**src/rtl/i2c_target_regs.sv**
```systemverilog
// I2C target endpoint: 7-bit address match, auto-incrementing byte register
// bank writable/readable over I2C, plus a registered sideband read port.
// SDA is driven open-drain through sda_oe; SCL is observed only (no stretching).
module i2c_target_regs #(
    parameter logic [6:0]  TARGET_ADDR = 7'h50,
    parameter int unsigned NUM_REGS    = 16,
    parameter int unsigned SYNC_STAGES = 2
) (
    input  logic                        system_clock,
    input  logic                        reset,
    input  logic                        scl_i,
    input  logic                        sda_i,
    output logic                        sda_oe,
    input  logic [$clog2(NUM_REGS)-1:0] reg_rd_addr,
    output logic [7:0]                  reg_rd_data,
    output logic                        wr_strobe,
    output logic [$clog2(NUM_REGS)-1:0] wr_index,
    output logic                        start_det,
    output logic                        stop_det,
    output logic                        bus_busy
);
    localparam int unsigned PW = $clog2(NUM_REGS);

    typedef enum logic [3:0] {
        ST_IDLE, ST_ADDR, ST_ADDR_ACK, ST_PTR, ST_PTR_ACK,
        ST_WR_DATA, ST_WR_ACK, ST_RD_DATA, ST_RD_ACK, ST_IGNORE
    } state_t;

    logic [SYNC_STAGES-1:0] scl_sync_reg, sda_sync_reg;
    logic                   scl_prev_reg, sda_prev_reg;
    logic                   scl_s, sda_s;
    logic                   start_cond, stop_cond, scl_rise, scl_fall;
    logic [7:0]             rx_byte;

    state_t        state_reg, state_next;
    logic [3:0]    bit_cnt_reg, bit_cnt_next;
    logic [7:0]    shift_reg, shift_next;
    logic          rw_reg, rw_next;
    logic [PW-1:0] ptr_reg, ptr_next;
    logic          sda_oe_reg, sda_oe_next;
    logic          busy_reg, busy_next;
    logic          start_pulse_reg, start_pulse_next;
    logic          stop_pulse_reg, stop_pulse_next;
    logic          wr_strobe_reg;
    logic [PW-1:0] wr_index_reg;
    logic          wr_en;
    logic [PW-1:0] wr_idx;
    logic [7:0]    wr_byte;

    logic [7:0]          bank_reg [NUM_REGS];
    logic [NUM_REGS-1:0] wr_hit;
    logic [7:0]          prefetch_reg;
    logic [7:0]          rd_data_reg;

    // Bring the bus wires into the clock domain and keep the previous sample for edge detection
    always_ff @(posedge system_clock) begin
        if (reset) begin
            scl_sync_reg <= '1;
            sda_sync_reg <= '1;
            scl_prev_reg <= 1'b1;
            sda_prev_reg <= 1'b1;
        end else begin
            scl_sync_reg <= {scl_sync_reg[SYNC_STAGES-2:0], scl_i};
            sda_sync_reg <= {sda_sync_reg[SYNC_STAGES-2:0], sda_i};
            scl_prev_reg <= scl_s;
            sda_prev_reg <= sda_s;
        end
    end

    assign scl_s      = scl_sync_reg[SYNC_STAGES-1];
    assign sda_s      = sda_sync_reg[SYNC_STAGES-1];
    assign start_cond = scl_prev_reg & scl_s & sda_prev_reg & ~sda_s;
    assign stop_cond  = scl_prev_reg & scl_s & ~sda_prev_reg & sda_s;
    assign scl_rise   = ~scl_prev_reg & scl_s;
    assign scl_fall   = scl_prev_reg & ~scl_s;
    assign rx_byte    = {shift_reg[6:0], sda_s};

    // Protocol state and datapath registers
    always_ff @(posedge system_clock) begin
        if (reset) begin
            state_reg       <= ST_IDLE;
            bit_cnt_reg     <= '0;
            shift_reg       <= '0;
            rw_reg          <= 1'b0;
            ptr_reg         <= '0;
            sda_oe_reg      <= 1'b0;
            busy_reg        <= 1'b0;
            start_pulse_reg <= 1'b0;
            stop_pulse_reg  <= 1'b0;
            wr_strobe_reg   <= 1'b0;
            wr_index_reg    <= '0;
        end else begin
            state_reg       <= state_next;
            bit_cnt_reg     <= bit_cnt_next;
            shift_reg       <= shift_next;
            rw_reg          <= rw_next;
            ptr_reg         <= ptr_next;
            sda_oe_reg      <= sda_oe_next;
            busy_reg        <= busy_next;
            start_pulse_reg <= start_pulse_next;
            stop_pulse_reg  <= stop_pulse_next;
            wr_strobe_reg   <= wr_en;
            wr_index_reg    <= wr_idx;
        end
    end

    // Next-state logic; START/STOP override any bit-level action in the same cycle.
    // In the ACK states sda_oe_reg doubles as the phase flag: the first SCL fall
    // starts driving the ACK, the second fall ends the slot.
    always_comb begin
        state_next       = state_reg;
        bit_cnt_next     = bit_cnt_reg;
        shift_next       = shift_reg;
        rw_next          = rw_reg;
        ptr_next         = ptr_reg;
        sda_oe_next      = sda_oe_reg;
        busy_next        = busy_reg;
        start_pulse_next = 1'b0;
        stop_pulse_next  = 1'b0;
        wr_en            = 1'b0;
        wr_idx           = ptr_reg;
        wr_byte          = rx_byte;

        if (start_cond) begin
            state_next       = ST_ADDR;
            bit_cnt_next     = '0;
            sda_oe_next      = 1'b0;
            start_pulse_next = 1'b1;
            busy_next        = 1'b1;
        end else if (stop_cond) begin
            state_next      = ST_IDLE;
            sda_oe_next     = 1'b0;
            stop_pulse_next = 1'b1;
            busy_next       = 1'b0;
        end else begin
            case (state_reg)
                ST_ADDR, ST_PTR, ST_WR_DATA: begin
                    if (scl_rise) begin
                        shift_next   = rx_byte;
                        bit_cnt_next = bit_cnt_reg + 4'd1;
                        if (bit_cnt_reg == 4'd7) begin
                            bit_cnt_next = '0;
                            if (state_reg == ST_ADDR) begin
                                if (rx_byte[7:1] == TARGET_ADDR) begin
                                    state_next = ST_ADDR_ACK;
                                    rw_next    = rx_byte[0];
                                end else begin
                                    state_next = ST_IGNORE;
                                end
                            end else if (state_reg == ST_PTR) begin
                                ptr_next   = rx_byte[PW-1:0];
                                state_next = ST_PTR_ACK;
                            end else begin
                                wr_en      = 1'b1;
                                ptr_next   = ptr_reg + PW'(1);
                                state_next = ST_WR_ACK;
                            end
                        end
                    end
                end
                ST_ADDR_ACK, ST_PTR_ACK, ST_WR_ACK: begin
                    if (scl_fall) begin
                        if (!sda_oe_reg) begin
                            sda_oe_next = 1'b1;
                        end else begin
                            sda_oe_next  = 1'b0;
                            bit_cnt_next = '0;
                            if (state_reg != ST_ADDR_ACK) begin
                                state_next = ST_WR_DATA;
                            end else if (rw_reg) begin
                                // first read bit goes out on the same fall that ends the ACK
                                state_next  = ST_RD_DATA;
                                shift_next  = prefetch_reg;
                                sda_oe_next = ~prefetch_reg[7];
                            end else begin
                                state_next = ST_PTR;
                            end
                        end
                    end
                end
                ST_RD_DATA: begin
                    if (scl_fall) begin
                        if (bit_cnt_reg == 4'd0) begin
                            shift_next  = prefetch_reg;
                            sda_oe_next = ~prefetch_reg[7];
                        end else if (bit_cnt_reg == 4'd8) begin
                            sda_oe_next  = 1'b0;
                            bit_cnt_next = '0;
                            state_next   = ST_RD_ACK;
                        end else begin
                            shift_next  = {shift_reg[6:0], 1'b0};
                            sda_oe_next = ~shift_reg[6];
                        end
                    end else if (scl_rise && bit_cnt_reg != 4'd8) begin
                        bit_cnt_next = bit_cnt_reg + 4'd1;
                    end
                end
                ST_RD_ACK: begin
                    if (scl_rise) begin
                        ptr_next     = ptr_reg + PW'(1);
                        bit_cnt_next = '0;
                        state_next   = sda_s ? ST_IGNORE : ST_RD_DATA;
                    end
                end
                default: begin
                    sda_oe_next = 1'b0;
                end
            endcase
        end
    end

    // Per-entry write decode
    genvar gi;
    generate
        for (gi = 0; gi < NUM_REGS; gi++) begin : g_hit
            assign wr_hit[gi] = wr_en && (wr_idx == PW'(gi));
        end
    endgenerate

    // Register bank with registered read ports (I2C prefetch and sideband)
    always_ff @(posedge system_clock) begin
        if (reset) begin
            for (int i = 0; i < NUM_REGS; i++) begin
                bank_reg[i] <= '0;
            end
            prefetch_reg <= '0;
            rd_data_reg  <= '0;
        end else begin
            for (int i = 0; i < NUM_REGS; i++) begin
                if (wr_hit[i]) begin
                    bank_reg[i] <= wr_byte;
                end
            end
            prefetch_reg <= bank_reg[ptr_reg];
            rd_data_reg  <= bank_reg[reg_rd_addr];
        end
    end

    assign sda_oe      = sda_oe_reg;
    assign reg_rd_data = rd_data_reg;
    assign wr_strobe   = wr_strobe_reg;
    assign wr_index    = wr_index_reg;
    assign start_det   = start_pulse_reg;
    assign stop_det    = stop_pulse_reg;
    assign bus_busy    = busy_reg;
endmodule

```
**config.mk**
```make
export PLATFORM = sky130hd
export DESIGN_NAME = i2c_target_regs
export DESIGN_NICKNAME = d
export VERILOG_FILES = /design/src/rtl/i2c_target_regs.sv
export SDC_FILE = /design/constraint.sdc
export NUM_CORES = 1
export LEC_CHECK = 0
export ABC_AREA = 1
export CAP_MARGIN = 20
export CORE_MARGIN = 2
export CORE_UTILIZATION = 40
export DETAILED_ROUTE_END_ITERATION = 6
export GPL_TIMING_DRIVEN = 0
export SYNTH_ARGS = -nofsm -noshare
export SYNTH_HDL_FRONTEND = slang
export SYNTH_SLANG_ARGS = --single-unit
```
**constraint.sdc**
```tcl
create_clock -name system_clock -period 4.34 [get_ports system_clock]
set_input_delay 0.868 -clock system_clock [delete_from_list [all_inputs] [get_ports system_clock]]
set_output_delay 0.868 -clock system_clock [all_outputs]
set_load 0.05 [all_outputs]
```
==> metrics <==
total track usage 0.2503; Slew Viols, Final 0; final WL 29.56 mm; Setup WS pre-CTS 0.9801 ns; CTS buffer count 17; Hold Fails Final Rpt 0; Power Total 6044 uW; io pins 25; Tightest Hold Check Type reg2reg; Comb power frac 0.389; Max clock buf depth 2; Die W 154.9 um; Core Rows 55; max reg flops 128; Synth top area share 0.4223; antenna violations before repair 0; Reg area 4865 um2; Buffers on Ports 21; Max Freq 0.3449 GHz; drt drc 0; full die area 23980 um2; Vias 8048; Clk pwr share 0.254; Clock Latency Late Sink 0.44 ns; Routed Antenna Nets 0; Sw Pwr 2520 uW; CTS sink count 179; critical path launch point type input port; Tmin final 2.899 ns; Synth area leaders edfxtp_1 42%, dfxtp_1 11%, o21ai_0 8.5%; EDFF count, synth 128; largest net degree at the start of global routing 18; FFs w/ async S/R, synth 0; Int Pwr 3524 uW; layout cell share with drive strength beyond 1 0.08117; area of the multi-input gates 3576 um2; CP arrival 3.18 ns; First DRT Iteration DRCs 955; Seq pwr share 0.357; core area 22500 um2; Synth area leader edfxtp_1; post-CTS setup buffers 0; Synth Cell Area 9102 um2; Req. time, crit path 4.62 ns; Clock transition at path regs 0.07 ns; maxcap violations 0; Area growth syn-to-layout 12.88%; YS warnings 0; fillers 2241; Synth Instances 1099; Switching Share 0.4169; Clock Skews 0.01020 ns; CTS tree built; Tcrit/Tclk final 0.6680; post-cts resize count 0; sequential share of the synthesized area 0.5344; gpl congestion 1.018; Post-CTS Hold Fix Bufs 0; FF+latch count, synth 179; CTS Root Cell clkbuf_16; routed vias/inst 5.573; top-count cell post-synth nor2_1; Post-synth top flop edfxtp_1; Syn Nets 1113; crit path kind in2reg; Syn Area/Cell 8.283 um2; Placed Instances 1411; run status finished clean; synth unique cells 33; worst-margin pin slew 0.8956 ns; Layout Nets 1159; Crit Path Max Fanout 10; Fin Setup TNS 0 ns; Leak 0.003934 uW; Final Non-Filler Cells 1444; final hold slack 0.4095 ns; CP Capture Type register; PwrDens 588.2 nW/um2; VDD IR-drop max 0.2914 mV; number of global-route vias before repair 7595; RSZ-0062 raised after global routing false; H-tree depth 4; DR WL/cell 20.47 um; half-perimeter wire length after placement 21.86 mm; first-pass GRT wire length 44.17 mm; starting density of the core 0.4045; Commonest cells post-synth 189 x nor2_1, 155 x o21ai_0, 151 x nand2_1, 128 x edfxtp_1, 124 x a21oi_1; die height 154.9 um; Max-slew headroom 0.4030; 1st-pass router iterations 6; total grt overflow 0; final setup margin 1.441 ns; # setup viols final 0
-- through the flow --
stage          utilization  instance area (um2)
6_report            0.4566                10270
3_5_place_dp        0.4311                 9702
4_1_cts             0.4565                10270
5_1_grt             0.4565                10270
3_3_place_gp        0.4297                 9669
2_1_floorplan            -                 9102
-- final timing paths --
kind | endpoint | slack, ns | depth (start not counted) | start
setup / recovery | bank_reg[8][4] | 1.44 | 5 | reset
setup reg to reg | bank_reg[10][5] | 1.79 | 7 | ptr_reg[0]
hold reg to reg | scl_sync_reg[1] | 0.41 | 1 | scl_sync_reg[0]
hold / removal | scl_sync_reg[1] | 0.41 | 1 | scl_sync_reg[0]
-- logic make-up (layout without fill, tap and decap cells) --
group	Yosys count	in the layout	share of synthesized area
AND/OR/NAND/NOR	424	424	0.1970
AO/OA/AOI/OAI	317	317	0.1838
flip-flops	179	179	0.5344
buffers and inverters	169	228	0.07272
adder cells (fa/ha/maj)	6	6	0.008247
XOR/XNOR	4	4	0.003850
other	0	1	0
-- layout by cell type, fill, tap and decap left out, types with 2 or more instances in the layout --
cell type / synthesis / layout
a21oi_1: 124 / 124
a31oi_1: 2 / 2
buf_1: 7 / 7
buf_2: 10 / 15
buf_4: 2 / 3
clkbuf_1: 37 / 38
clkbuf_16: 0 / 17
clkdlybuf4s50_1: 0 / 21
clkinv_1: 10 / 10
clkinv_2: 0 / 2
dfxtp_1: 51 / 51
edfxtp_1: 128 / 128
ha_1: 6 / 6
inv_1: 92 / 92
inv_2: 10 / 10
inv_4: 0 / 2
inv_6: 0 / 4
inv_8: 0 / 4
nand2_1: 151 / 151
nand2_2: 11 / 11
nand2_4: 2 / 2
nand3_1: 42 / 42
nand3_2: 6 / 6
nand4_1: 2 / 2
nor2_1: 189 / 189
nor2_2: 7 / 7
nor3_1: 6 / 6
o211ai_1: 32 / 32
o21ai_0: 155 / 155
o21ai_1: 3 / 3
or2_2: 4 / 4
xor2_1: 3 / 3
-- power groups by stage --
stage | clock network, uW | logic [uW] | registers (uW)
final | 1540 | 2350 | 2160
after global routing | 1610 | 2590 | 2180
after CTS | 1550 | 2300 | 2150
after floorplan | 0 | 1550 | 2230
after global placement | 0 | 2290 | 2190
after detailed placement | 0 | 2290 | 2190
-- area by class of cell --
type / instances / share of cell area
Tap cell: 285 / 0.03471
Clock inverter: 14 / 0.01376
Antenna cell: 1 / 0.0002435
Inverter: 112 / 0.04092
Timing Repair Buffer: 27 / 0.02362
Clock buffer: 18 / 0.04177
Sequential cell: 179 / 0.4735
Multi-Input combinational cell: 751 / 0.3480
Buffer: 57 / 0.02350
-- worst max-delay path, stage by stage --
cell             delay, ns
clkdlybuf4s50_1       0.47
buf_1                 0.32
nor2_1                0.63
clkinv_1              0.63
nor2_1                0.26
-- metal layers --
layer / GRT usage / vias to the layer above / share of wire
met3: 0.06267 / 78 / 0.094
met1: 0.3276 / 3759 / 0.42
met2: 0.3903 / 402 / 0.44
met5: 0 / - / 0
met4: 0.1208 / 0 / 0.038
li1: - / 3809 / -
No activity file was read; power rests on OpenSTA's default activity.
